--- src/rtl/mem_arbiter.sv ---
// Memory arbiter: grants one of dcache fill, icache fill or store-buffer drain
// to a single fixed-latency memory port, with a starvation guard for stores.
module mem_arbiter #(
  parameter int DATA_BITS        = 32,
  parameter int ADDRESS_BITS     = 32,
  parameter int LINE_BITS        = 128,
  parameter int MEM_LATENCY      = 4,
  parameter int STB_STARVE_LIMIT = 4
) (
  input  logic                    clk,
  input  logic                    rst,
  input  logic                    stbReq,
  input  logic [ADDRESS_BITS-1:0] stbAddr,
  input  logic [DATA_BITS-1:0]    stbData,
  output logic                    stbAck,
  input  logic                    icReq,
  input  logic [ADDRESS_BITS-1:0] icAddr,
  output logic                    icAck,
  output logic [LINE_BITS-1:0]    icLine,
  input  logic                    dcReq,
  input  logic [ADDRESS_BITS-1:0] dcAddr,
  output logic                    dcAck,
  output logic [LINE_BITS-1:0]    dcLine,
  output logic                    memEn,
  output logic                    memWe,
  output logic [ADDRESS_BITS-1:0] memAddr,
  output logic [DATA_BITS-1:0]    memWData,
  input  logic [LINE_BITS-1:0]    memRData,
  output logic                    busy
);

  localparam int LINE_OFF  = $clog2(LINE_BITS / 8);
  localparam int WORD_OFF  = $clog2(DATA_BITS / 8);
  localparam logic [ADDRESS_BITS-1:0] LINE_MASK = ~ADDRESS_BITS'((64'd1 << LINE_OFF) - 64'd1);
  localparam logic [ADDRESS_BITS-1:0] WORD_MASK = ~ADDRESS_BITS'((64'd1 << WORD_OFF) - 64'd1);
  localparam logic [3:0] CNT_LOAD   = 4'(MEM_LATENCY - 1);
  localparam logic [7:0] STARVE_MAX = 8'(STB_STARVE_LIMIT);

  typedef enum logic [1:0] {IDLE, ACCESS, ACK} arbStateT;
  typedef enum logic [1:0] {GNT_NONE, GNT_DC, GNT_IC, GNT_STB} grantT;

  arbStateT                state;
  grantT                   grant;
  grantT                   nextGrant;
  logic [3:0]              cnt;
  logic [7:0]              starveCnt;
  logic [LINE_BITS-1:0]    lineReg;
  logic [ADDRESS_BITS-1:0] nextAddr;

  // Reads normally win; a store that has watched too many reads go by takes the port.
  always_comb begin
    nextGrant = GNT_NONE;
    nextAddr  = '0;
    if (stbReq && starveCnt >= STARVE_MAX) nextGrant = GNT_STB;
    else if (dcReq)                        nextGrant = GNT_DC;
    else if (icReq)                        nextGrant = GNT_IC;
    else if (stbReq)                       nextGrant = GNT_STB;
    case (nextGrant)
      GNT_DC:  nextAddr = dcAddr & LINE_MASK;
      GNT_IC:  nextAddr = icAddr & LINE_MASK;
      GNT_STB: nextAddr = stbAddr & WORD_MASK;
      default: nextAddr = '0;
    endcase
  end

  assign icLine = lineReg;
  assign dcLine = lineReg;

  // memEn/memWe are raised one edge early so they land exactly in the cnt==0 cycle.
  always_ff @(posedge clk) begin
    if (rst) begin
      state     <= IDLE;
      grant     <= GNT_NONE;
      cnt       <= '0;
      starveCnt <= '0;
      lineReg   <= '0;
      memEn     <= 1'b0;
      memWe     <= 1'b0;
      memAddr   <= '0;
      memWData  <= '0;
      stbAck    <= 1'b0;
      icAck     <= 1'b0;
      dcAck     <= 1'b0;
      busy      <= 1'b0;
    end else begin
      memEn  <= 1'b0;
      memWe  <= 1'b0;
      stbAck <= 1'b0;
      icAck  <= 1'b0;
      dcAck  <= 1'b0;
      case (state)
        IDLE: begin
          if (!stbReq) starveCnt <= '0;
          if (nextGrant != GNT_NONE) begin
            grant    <= nextGrant;
            memAddr  <= nextAddr;
            memWData <= stbData;
            cnt      <= CNT_LOAD;
            state    <= ACCESS;
            busy     <= 1'b1;
            memEn    <= (CNT_LOAD == 4'd0);
            memWe    <= (CNT_LOAD == 4'd0) && (nextGrant == GNT_STB);
            if (nextGrant == GNT_STB)
              starveCnt <= '0;
            else if (stbReq && starveCnt < STARVE_MAX)
              starveCnt <= starveCnt + 8'd1;
          end
        end
        ACCESS: begin
          if (cnt != 4'd0) begin
            cnt   <= cnt - 4'd1;
            memEn <= (cnt == 4'd1);
            memWe <= (cnt == 4'd1) && (grant == GNT_STB);
          end else begin
            state <= ACK;
            if (grant != GNT_STB) lineReg <= memRData;
            stbAck <= (grant == GNT_STB);
            icAck  <= (grant == GNT_IC);
            dcAck  <= (grant == GNT_DC);
          end
        end
        ACK: begin
          state <= IDLE;
          busy  <= 1'b0;
        end
        default: state <= IDLE;
      endcase
    end
  end

endmodule

--- config.mk ---
export PLATFORM = sky130hd
export DESIGN_NAME = mem_arbiter
export DESIGN_NICKNAME = d
export VERILOG_FILES = /design/src/rtl/mem_arbiter.sv
export SDC_FILE = /design/constraint.sdc
export NUM_CORES = 1
export LEC_CHECK = 0
export CORE_AREA = 5 5 227 229
export CTS_BUF_LIST = sky130_fd_sc_hd__clkbuf_4 sky130_fd_sc_hd__clkbuf_8
export DETAILED_ROUTE_END_ITERATION = 10
export DIE_AREA = 0 0 232 234
export SETUP_SLACK_MARGIN = 0.15
export SYNTH_ARGS = -nofsm -noshare
export SYNTH_HDL_FRONTEND = slang
export SYNTH_SLANG_ARGS = --single-unit
--- constraint.sdc ---
create_clock -name clk -period 2.7 [get_ports clk]
set_clock_uncertainty 0.2 [all_clocks]
set_input_delay 0.27 -clock clk [delete_from_list [all_inputs] [get_ports clk]]
set_output_delay 0.27 -clock clk [all_outputs]
set_load 0.005 [all_outputs]
# --- After elaboration in Yosys (flattened, before gate mapping) ---
# Index checks and enable logic that the tools add are counted.
word_totals:
  latch_bits: 0
  inputBits: 261
  mem_bits_rw: 0
  romBits: 0
  wordCells: 64
  n_memories: 0
  output_inout_bits: 326
  reg_bits: 214
classes:
  reduce_logical: 15
  n_bitwise: 2
  n_eq_ne: 13
  n_addsub: 2
  n_shift: 0
  mux: 17
  magnitude_cmp: 2
  div: 0
  mul: 0
op_table:
  columns: ["op", "n"]
  rows:
  - ["32-bit one-hot mux with 3 select lines", 1]
  - ["8-bit two-way mux", 4]
  - ["2-bit two-way mux", 6]
  - ["2-bit equality test, second input constant", 5]
  - ["8-bit by 1-bit adder with 8-bit output, second input constant", 1]
  - ["8-bit by 3-bit >= comparator with 1-bit output, second input constant", 1]
  - ["8-bit by 3-bit less-than comparator with 1-bit output, second input constant", 1]
  - ["4-bit two-way mux", 2]
  - ["2-bit inequality test, second input constant", 4]
  - ["4-bit one-hot mux with 2 select lines", 1]
  - ["2-bit by 1-bit equality test with 1-bit output, second input constant", 3]
  - ["2-bit AND reduction", 3]
  - ["3-bit AND reduction", 2]
  - ["2-bit nonzero test", 3]
  - ["3-bit OR reduction", 2]
  - ["4-bit by 1-bit equality test with 1-bit output, second input constant", 1]
  - ["2-bit one-hot mux with 2 select lines", 1]
  - ["4-bit nonzero test", 1]
  - ["4-bit by 1-bit subtractor with 4-bit output, second input constant", 1]
  - ["1-bit logical AND", 3]
  - ["2-bit zero test", 1]
  - ["1-bit NOT", 2]
  - ["1-bit one-hot mux with 2 select lines", 1]
  - ["1-bit two-way mux", 1]

# --- Logic depth before layout (Yosys ltp) ---
# Gate-level depths: netlist (run 1).
depth:
  ltp_word: 7
  ltp_mapped: 7

# --- Least setup slack after synthesis (run 1) ---
# OpenSTA, ideal clock, no wires.
synth_path:
  path_type: "register -> register"
  from: "reg cnt[0]"
  to: "reg cnt[1]"
  period_less_slack_ns: 1.850
  slack_ns: 0.850
  t_required_ns: 2.409
  setup_time_ns: 0.091
  path_buffers: 0
  arrival_ns: 1.559
  path_stages_with_launch: 7
  cell_sequence: "dfxtp_1 > inv_1 > ha_1 > or3b_4 > and2_4 > or2_0 > a311oi_1"
synth_via:
  elab_chain_len: 3
  word_cells_on_any_way: 6
  cone_classes: "add/sub: 1; eq/ne: 1; mux: 2; reduce/logical: 2"
synth_lines:
  columns: ["item", "line_no", "source"]
  rows:
  - ["start: declaration", "45", "logic [3:0] cnt;"]
  - ["start signal: assignment", "111", "cnt <= cnt - 4'd1;"]
  - ["4-bit by 1-bit subtractor with 4-bit output or 4-bit nonzero test (tied branches)", "111, 110", null]
  - ["4-bit two-way mux or 2-bit inequality test (tied branches)", null, null]
  - ["4-bit one-hot mux with 2 select lines or 3-bit AND reduction (tied branches)", null, null]
# Several ways; a longest one is shown, not always the timed one. The select of a mux whose other input is x is not followed.
# A chain may end at the register's enable or synchronous reset.

# --- Worst setup path in the final report (run 1) ---
layout_path:
  from: "reg state[0]"
  to: "reg lineReg[113] (netlist: dcLine[113])"
layout_via:
  elab_chain_len: 2
layout_lines:
  columns: ["item", "line_no", "source"]
  rows:
  - ["start: declaration", "42", "arbStateT state;"]
  - ["start signal: assignment", "72", "state <= IDLE;"]
  - ["start signal: assignment", "99", "state <= ACCESS;"]
  - ["start signal: assignment", "115", "state <= ACK;"]
  - ["2-bit by 1-bit equality test with 1-bit output", "91", "case (state)"]
  - ["3-bit AND reduction (no source line)", null, null]
  - ["end signal: assignment", "116", "if (grant != GNT_STB) lineReg <= memRData;"]
  - ["end: declaration", "47", "logic [LINE_BITS-1:0] lineReg;"]
# No other way between the ends.

==> impl_results.md, run 1 <==
- Slew @ Worst Pin: 0.6978 ns
- Filler Cells Inserted: 5198
- Largest net degree at the start of global routing: 79
- Worst-Skew Late Latency: 0.58 ns
- Slew headroom: 53.48%
- Residual DRC count: 0
- Synth top area cells: dfxtp_1, nand2_1, buf_4, a21oi_1, o22a_1
- Die Y: 234 um
- Global route total overflow: 0
- Final setup violating endpoints: 0
- IO buf count: 574
- Beginning of the worst hold path: memRData[79]
- Synthesized area: 9079 um^2
- TritonCTS clock tree: built
- R2r setup slk: 0.48 ns
- Number of detailed-route iterations in the first pass: 4
- Worst hold path class: input pin to flop
- Leakage: 5.839 nW
- Int Pwr: 0.006793 W
- #FFs+latches synth: 212
- Ys Warns: 0
- Status: completed
- Share of cells above drive strength 1: 7.688%
- Vias per cell: 4.076
- Max IR drop VDD: 524.2 uV
- Post-DRT Antenna Nets: 0
- Cell taking the most area after synthesis: dfxtp_1
- Post-CTS Setup Repair Bufs: 0
- Post-Place Cell Area: 14590 um^2
- TNS Setup: 0 ns
- Endpoint class of the critical path: flop
- Worst setup path class: flop to flop
- Worst endpoint required time: 2.99 ns
- Routed WL per cell: 16.71 um
- Top FF cell, synth: dfxtp_1
- Pwr dens: 581.3 nW/um^2
- Boundary pin count: 587
- Yosys cell types: 41
- DIE AREA: 54290 um^2
- Setup WS pre-CTS: 0.02357 ns
- Routed WL: 39.38 mm
- Psw: 0.002735 W
- Critical Path Source: state[0]$_SDFFE_PP0P_
- Register area share after synthesis: 46.75%
- Core Area: 49450 um^2
- Iter 0 DRT Violations: 318
- Site Rows: 82
- Number of enable flip-flop cells after synthesis: 0
- GPL Wtd Cong: 0.8305
- CP max FO: 43
- Avg Cell Area, Syn: 8.099 um^2
- RR Startpoint: state[0]$_SDFFE_PP0P_
- Area Overhead vs Synth: 80.53%
- Max-cap check violation count: 0
- Switch share: 28.70%
- H-tree depth: 2
- Global-route wire length before repair: 57.45 mm
- Initial antenna violation count: 9
- Final hold vios: 0
- Clock Path Buffers: 3
- Routed vias: 9602
- GRT Overall Usage: 13.48%
- Clock network fraction of design power: 34.2%
- Flop pwr share: 38.5%
- Inserted Clock Buffers: 41
- Post-synthesis cell count: 1121
- Vias in the first global route: 9946
- Reg clk slew, reported paths: 0.07 ns
- Clock root buffer: clkbuf_8
- Die W: 232 um
- Final worst setup slack: 0.4754 ns
- Nets: 1916
- Asr flop ratio synth: 0%
- Fin area: 16390 um^2
- Post-detail-place hpwl: 29.57 mm
- Max Freq: 449.5 MHz
- Tmin final: 2.225 ns
- Top-area cell type share of the netlist area: 46.75%
- Combinational Power Share: 27.4%
- Count of final max-slew check failures: 0
- Final worst path period share: 82.39%
- CP Launch Type: flop
- RSZ-0062 raised after global routing: false
- Critical Path AT: 2.51 ns
- Initial Util: 18.36%
- CTS sink cnt: 212
## placed cells by master, fill, tap and decap left out, types with 3 or more instances in the layout
master           netlist  routed
clkdlybuf4s50_1        0     573
nand2_1              323     323
dfxtp_1              212     212
a21oi_1              165     165
dlygate4sd3_1          0      95
clkbuf_8               0      48
nor3_1                44      44
nor2_1                36      36
a22oi_1               28      28
o22a_1                28      28
nor3_2                20      19
buf_4                141      19
clkbuf_4               0      17
inv_1                  7       7
buf_12                 0       7
diode_2                0       6
and2_1                 5       5
ha_1                   5       5
nor2b_1                4       3
a211oi_1               3       3
nand3_1                3       3
clkinv_2               0       3
## metal layers
metal	global-route usage, %	wire length [um]	up-vias
met5	0	0	-
met4	5.853	1386	0
met3	5.279	3897	76
met2	23.83	19340	446
met1	14.31	14760	4435
li1	-	-	4645
## power by group through the flow
stage / logic (W) / registers (W) / clock network (W)
after floorplan: 0.00115 / 0.00369 / 0
after global placement: 0.00249 / 0.00372 / 0
after detailed placement: 0.00251 / 0.00373 / 0
after CTS: 0.00264 / 0.00367 / 0.00341
after global routing: 0.00283 / 0.00370 / 0.00355
final: 0.00261 / 0.00367 / 0.00326
## synthesized netlist by cell type, types with 3 or more instances
library cell and instances:
nor2_1 36, nor2b_1 4, a211oi_1 3, nand2_1 323
and2_1 5, clkbuf_1 35, ha_1 5, nand3_1 3
a21oi_1 165, dfxtp_1 212, buf_6 3, a22oi_1 28
inv_1 7, o22a_1 28, buf_2 30, nor3_2 20
nor3_1 44, buf_4 141
## metrics by stage
stage	cells	hold WS, ns	total power (W)	utilization, %
global placement	2184	0.2413	0.006206	29.51
global route	2355	0.01631	0.01009	33.14
finish	2356	0.06850	0.009527	33.14
CTS	2350	0.0002309	0.009726	33.11
detailed placement	2184	0.2494	0.006242	29.51
floorplan	1122	0.2060	0.004837	-
## layout make-up
| cell class | count | area, um^2 | area share, % |
|---|---|---|---|
| timing repair buffer | 695 | 6980 | 42.59 |
| sequential | 212 | 4244 | 25.90 |
| multi-input combinational | 693 | 3453 | 21.07 |
| tap | 672 | 840.8 | 5.130 |
| clock buffer | 65 | 788.3 | 4.810 |
| clock inverter | 6 | 41.29 | 0.2519 |
| inverter | 7 | 26.28 | 0.1603 |
| antenna | 6 | 15.01 | 0.09161 |
## sequential cells by signal, indices dropped and copies added, names as in the netlist
register / count
memEn: 1
memWe: 1
memAddr: 30
icAck: 1
busy: 1
memWData: 32
grant: 2
cnt: 4
dcAck: 1
stbAck: 1
dcLine: 128
state: 2
starveCnt: 8
## cells by family after synthesis
kind of cell / share of synthesized area, %
XOR/XNOR: 0.1930
AO/OA/AOI/OAI: 14.75
flip-flops: 46.75
buffers and inverters: 15.46
AND/OR/NAND/NOR: 21.90
adder cells (fa/ha/maj): 0.6891
other: 0.04131
multiplexers: 0.2205
## worst paths after layout
kind	to	depth (start not counted)
max	dcLine[113]$_SDFFE_PP0P_	5
min	dcLine[79]$_SDFFE_PP0P_	3
min reg2reg	memWData[15]$_SDFFE_PP0P_	2
max reg2reg	dcLine[113]$_SDFFE_PP0P_	5
## worst max-delay path, stage by stage, from the launching register on
cell	delay, ns
dfxtp_1	0.36
nor2b_2	0.30
and4_4	0.71
buf_4	0.31
nand2_1	0.08
a21oi_1	0.12
## what timing repair did
action / 4_1_cts / 5_1_grt
setup endpoints to repair: 0 / 16
hold buffers: 95 / 0
hold endpoints to repair: 110 / 0
gates resized for setup: 0 / 1
Power figures use the tool's default switching activity.
==> inputs of run 2 (changes only) <==
==> constraint.sdc (replaced) <==
create_clock -name clk -period 2.09 [get_ports clk]
set_clock_uncertainty 0.2 [all_clocks]
set_input_delay 0.209 -clock clk [delete_from_list [all_inputs] [get_ports clk]]
set_output_delay 0.209 -clock clk [all_outputs]
set_load 0.005 [all_outputs]
==> run 2 against run 1 <==
  * Setup slack got worse by 0.28 ns
  * Count of clock-buffer cells in the layout decreased by 3
  * Non-clock buffer count increased by 76
  * Cell count increased by 3.2%
  * Routed wire length increased by 4.7%
  * Hold slack got worse by 0.030 ns
  * Critical path type unchanged
==> impl_results.md, run 2 (same netlist as run 1, synthesis figures left out) <==
- Status: completed
- Max IR drop VDD: 517.9 uV
- Hold depth: 3
- Setup WS pre-CTS: 0.003837 ns
- Iter 0 DRT Violations: 455
- RR Startpoint: cnt[1]$_SDFFE_PP0P_
- Endpoint class of the critical path: flop
- Placed cell count: 2197
- Leakage: 7.203 nW
- Post-Place Cell Area: 14780 um^2
- Beginning of the worst hold path: memRData[19]
- GRT Overall Usage: 13.91%
- Pwr dens: 724.3 nW/um^2
- Routed WL per cell: 16.95 um
- Area of the multi-input gates: 3485 um^2
- Most frequent cells in the layout: clkdlybuf4s50_1, nand2_1, a21oi_1
- R2r setup slk: 0.19 ns
- H-tree depth: 2
- Final setup violating endpoints: 0
- Max Freq: 527.3 MHz
- RSZ-0062 raised after global routing: true
- Routed WL: 41.23 mm
- Global route total overflow: 0
- DIE AREA: 54290 um^2
- Vias in the first global route: 10450
- Site Rows: 82
- Worst endpoint required time: 2.36 ns
- GPL Wtd Cong: 0.8417
- Vias per cell: 4.075
- TritonCTS clock tree: built
- CP max FO: 5
- Core Area: 49450 um^2
- Count of final max-slew check failures: 0
- Largest net degree at the start of global routing: 83
- Die W: 232 um
- IO buf count: 574
- Worst setup path class: flop to flop
- CP Launch Type: flop
- TNS Setup: 0 ns
- CTS sink cnt: 212
- Finished Layout Cells: 2432
- Final worst setup slack: 0.1937 ns
- Inserted Clock Buffers: 40
- Tmin final: 1.896 ns
- Critical Path AT: 2.17 ns
- Fin area: 17460 um^2
- Register area: 4358 um^2
- Worst-Skew Late Latency: 0.56 ns
- Worst Hold End: dcLine[19]$_SDFFE_PP0P_
- Reg clk slew, reported paths: 0.07 ns
- Worst hold path class: input pin to flop
- Max FFs per register: 128
- Number of detailed-route iterations in the first pass: 5
- Initial antenna violation count: 10
- Area Overhead vs Synth: 92.35%
- Die Y: 234 um
- Post-detail-place hpwl: 30.11 mm
- Clock root buffer: clkbuf_8
- Final worst path period share: 90.73%
- Final hold vios: 0
- R2R depth: 6
- Filler Cells Inserted: 5032
- Post-DRT Antenna Nets: 0
- Max-cap check violation count: 0
- Power, Total: 0.01265 W
- Nets: 1992
- FF-to-FF End: cnt[1]$_SDFFE_PP0P_
- Boundary pin count: 587
- Initial Util: 18.36%
- Most common cell after layout, fill and taps aside: clkdlybuf4s50_1
- Share of cells above drive strength 1: 12.67%
- Clock Path Buffers: 3
- Global-route wire length before repair: 59.40 mm
- Routed vias: 9910
- Residual DRC count: 0
==> run 2: cell count changes in the layout (fill, tap and decap cells not counted), sizes merged <==
cell | previous run | this run
bufinv | 0 | 1
and4 | 1 | 2
dlymetal6s2s | 0 | 49
clkdlybuf4s50 | 573 | 500
clkbuf | 65 | 62
dlygate4sd2 | 0 | 24
inv | 8 | 7
dlygate4sd3 | 95 | 153
diode | 6 | 8
buf | 27 | 45
==> run 2: through the flow <==
| step | utilization [%] | hold WS [ns] |
|---|---|---|
| 6_report | 35.31 | 0.03866 |
| 5_1_grt | 35.31 | 0.01693 |
| 4_1_cts | 34.76 | 0.007963 |
| 3_5_place_dp | 29.88 | 0.2496 |
| 3_3_place_gp | 29.88 | 0.2408 |
| 2_1_floorplan | - | 0.1450 |
==> run 2: how the worst max path moves through the flow <==
stage                               end  slack (ns)           startpoint  depth (start not counted)
3_5_place_dp   memAddr[26]$_SDFFE_PP0P_       0.004               stbReq                          6
4_1_cts        dcLine[121]$_SDFFE_PP0P_        0.12  cnt[0]$_SDFFE_PP0P_                          6
2_1_floorplan       cnt[1]$_SDFFE_PP0P_        0.24  cnt[0]$_SDFFE_PP0P_                          6
6_report            cnt[1]$_SDFFE_PP0P_        0.19  cnt[1]$_SDFFE_PP0P_                          6
3_3_place_gp    memAddr[4]$_SDFFE_PP0P_        0.04               stbReq                          6
5_1_grt        dcLine[121]$_SDFFE_PP0P_        0.13  cnt[3]$_SDFFE_PP0P_                          6
==> run 2: repair_timing <==
item,4_1_cts,5_1_grt
cloned,0,1
buffers inserted,1,4
gates resized for setup,73,89
hold buffers,153,0
endpoints found under the hold margin,160,0
endpoints found under the setup margin,132,205
pin swaps,1,2
==> run 2: cell type report <==
cell class | instances | share of cell area (%)
multi-input cells | 694 | 19.95
flip-flops and latches | 212 | 24.96
diodes | 8 | 0.1146
well taps | 672 | 4.815
clock buffers | 62 | 4.421
clock inverters | 6 | 0.3439
inverters | 7 | 0.1505
repair buffers | 771 | 45.25
==> run 2: critical path, cell delays in order, from the launching register on <==
cell and delay [ns]:
dfxtp_1 0.34, inv_2 0.10, ha_4 0.16, or3b_4 0.39
and2_4 0.18, or2_0 0.22, a311oi_1 0.21
==> run 2: power breakdown <==
group	leakage, nW	internal, W	switching, W
Sequential	1.77	0.00445	0.000307
Combinational	5.00	0.00212	0.00151
Clock	0.438	0.00246	0.00181
==> run 2: layer usage <==
layer	GRT usage [%]	up-vias	wire length [um]
met5	0	-	0
met4	5.391	0	1222
met3	5.352	63	3861
met2	25.52	459	20980
met1	14.34	4582	15160
li1	-	4806	-
==> inputs of run 3 (changes only) <==
--- a/config.mk
+++ b/config.mk
@@ -5,10 +5,11 @@
 export SDC_FILE = /design/constraint.sdc
 export NUM_CORES = 1
 export LEC_CHECK = 0
-export CORE_AREA = 5 5 227 229
+export CORE_AREA = 5 5 222 224
 export CTS_BUF_LIST = sky130_fd_sc_hd__clkbuf_4 sky130_fd_sc_hd__clkbuf_8
 export DETAILED_ROUTE_END_ITERATION = 10
-export DIE_AREA = 0 0 232 234
+export DIE_AREA = 0 0 227 229
+export DONT_BUFFER_PORTS = 1
 export SETUP_SLACK_MARGIN = 0.15
 export SYNTH_ARGS = -nofsm -noshare
 export SYNTH_HDL_FRONTEND = slang
==> constraint.sdc (replaced) <==
create_clock -name clk -period 2.09 [get_ports clk]
set_clock_uncertainty 0.2 [all_clocks]
set_input_delay 0.209 -clock clk [delete_from_list [all_inputs] [get_ports clk]]
set_output_delay 0.209 -clock clk [all_outputs]
set_load 0.02 [all_outputs]
==> run 3 against run 2 <==
  * The flow now finishes with violations (negative hold slack)
  * Setup slack improved by 0.0043 ns
  * Largest power group unchanged
  * Fmax up 0.23%
  * Total power is 9.8% lower
  * Combinational power down 53%
  * Utilization shrank 13 points
==> impl_results.md, run 3 (same netlist as run 1, synthesis figures left out) <==
- Iter 0 DRT Violations: 340
- Die W: 227 um
- TritonCTS clock tree: built
- Max Freq: 528.5 MHz
- Site Rows: 80
- Share of cells above drive strength 1: 12.32%
- Worst setup path class: flop to flop
- Max IR drop VDD: 689.7 uV
- Post-Place Cell Area: 8787 um^2
- RR Startpoint: cnt[1]$_SDFFE_PP0P_
- Post-detail-place hpwl: 24.06 mm
- Crit path max-delay family: simple AND/OR/NAND/NOR gates
- GRT Overall Usage: 11.77%
- H-tree depth: 2
- Failing checks: negative hold slack
- Routed WL: 33.23 mm
- Inserted Clock Buffers: 40
- Worst Hold End: busy$_SDFFE_PP0P_
- Slew @ Worst Pin: 0.6096 ns
- Initial antenna violation count: 4
- Fin util: 22.65%
- Post-DRT Antenna Nets: 0
- Max-cap check violation count: 0
- Pwr dens: 1069 nW/um^2
- GPL Wtd Cong: 0.8486
- Setup WS pre-CTS: 0.07827 ns
- WHS: -0.4816 ns
- Global-route wire length before repair: 46.63 mm
- Routed vias: 7565
- Routed WL per cell: 19.20 um
- Slew headroom: 59.31%
- Leakage: 3.793 nW
- Endpoint class of the critical path: flop
- Clock Path Buffers: 3
- Initial Util: 19.26%
- Global route total overflow: 0
- Vias per cell: 4.370
- Largest net degree at the start of global routing: 204
- Die Y: 229 um
- Vias in the first global route: 7503
- CP Launch Type: flop
- Critical path's slowest cell: or3b_4
- Final worst path period share: 90.53%
- Most frequent cells in the layout: nand2_1, dfxtp_1, a21oi_1
- CP cell instances: inv_2 -> ha_4 -> or3b_4 -> and2_4 -> or2_4 -> a311oi_2
- Count of final max-slew check failures: 0
- Area Overhead vs Synth: 17.63%
- IO buf count: 0
- Boundary pin count: 587
- Buf+Inv Stages, Crit Path: 1
- Status: finished with violations
- FF-to-FF End: cnt[1]$_SDFFE_PP0P_
- Residual DRC count: 0
- CTS sink cnt: 212
- Worst endpoint required time: 2.35 ns
- Final setup violating endpoints: 0
- Beginning of the worst hold path: rst
- Clock root buffer: clkbuf_8
- Reg clk slew, reported paths: 0.06 ns
- R2r setup slk: 0.20 ns
- Worst-Skew Late Latency: 0.56 ns
- R2R depth: 6
- Final worst setup slack: 0.1980 ns
- CP max FO: 5
- Critical Path AT: 2.15 ns
- CP peak stage delay: 0.39 ns
- Core Area: 47150 um^2
- RSZ-0062 raised after global routing: true
- Worst hold path class: input pin to flop
- Hold depth: 1
- Final hold vios: 212
- DIE AREA: 51980 um^2
- Fin area: 10680 um^2
- Number of detailed-route iterations in the first pass: 5
- Nets: 1350
- Max FFs per register: 128
- Most common cell after layout, fill and taps aside: nand2_1
- Tmin final: 1.892 ns
- TNS Setup: 0 ns
==> run 3: changes by cell type in the layout (fill, tap and decap cells not counted), sizes merged, moves of 4 or more <==
cell | before | now
clkdlybuf4s50 | 500 | 0
dlygate4sd3 | 153 | 100
buf | 45 | 30
dlygate4sd2 | 24 | 0
dlymetal6s2s | 49 | 0
diode | 8 | 4
==> run 3: worst max-delay path by stage <==
stage	end	start	depth (start not counted)
2_1_floorplan	cnt[1]$_SDFFE_PP0P_	cnt[0]$_SDFFE_PP0P_	6
3_3_place_gp	cnt[1]$_SDFFE_PP0P_	cnt[0]$_SDFFE_PP0P_	6
3_5_place_dp	cnt[1]$_SDFFE_PP0P_	cnt[1]$_SDFFE_PP0P_	6
4_1_cts	cnt[1]$_SDFFE_PP0P_	cnt[1]$_SDFFE_PP0P_	6
5_1_grt	cnt[0]$_SDFFE_PP0P_	state[1]$_SDFFE_PP0P_	5
6_report	cnt[1]$_SDFFE_PP0P_	cnt[1]$_SDFFE_PP0P_	6
==> run 3: final cells by class <==
cell class	count	area (um^2)
diodes	4	10.01
multi-input cells	693	3473
repair buffers	130	1314
inverters	7	28.78
well taps	615	769.5
fillers	5184	36470
flip-flops and latches	212	4249
clock inverters	9	76.32
clock buffers	61	758.2
==> run 3: power breakdown <==
| group | internal, W | switching [W] | total, W |
|---|---|---|---|
| registers | 0.00443 | 0.00106 | 0.00549 |
| logic | 0.000719 | 0.000991 | 0.00171 |
| clock network | 0.00244 | 0.00178 | 0.00421 |
==> run 3: what timing repair did <==
item | CTS | global route
hold buffers | 60 | 40
hold endpoints to repair | 212 | 212
gates resized for setup | 5 | 7
buffers inserted | 1 | 1
endpoints found under the setup margin | 1 | 32
pin swaps | 2 | 3
==> run 3: routing by layer <==
layer  GRT usage (%)  routed length [um]  share of wire (%)
met1           11.71               11300                 34
met2           20.54               16780                 51
met3           6.006                4082                 12
met4           5.083                1068                3.2
met5               0                   0                  0
==> run 3: metrics by stage <==
stage	instances	total power, W
floorplan	1122	0.006894
detailed placement	1555	0.007111
CTS	1686	0.01156
global route	1731	0.01208
global placement	1555	0.007052
finish	1731	0.01141
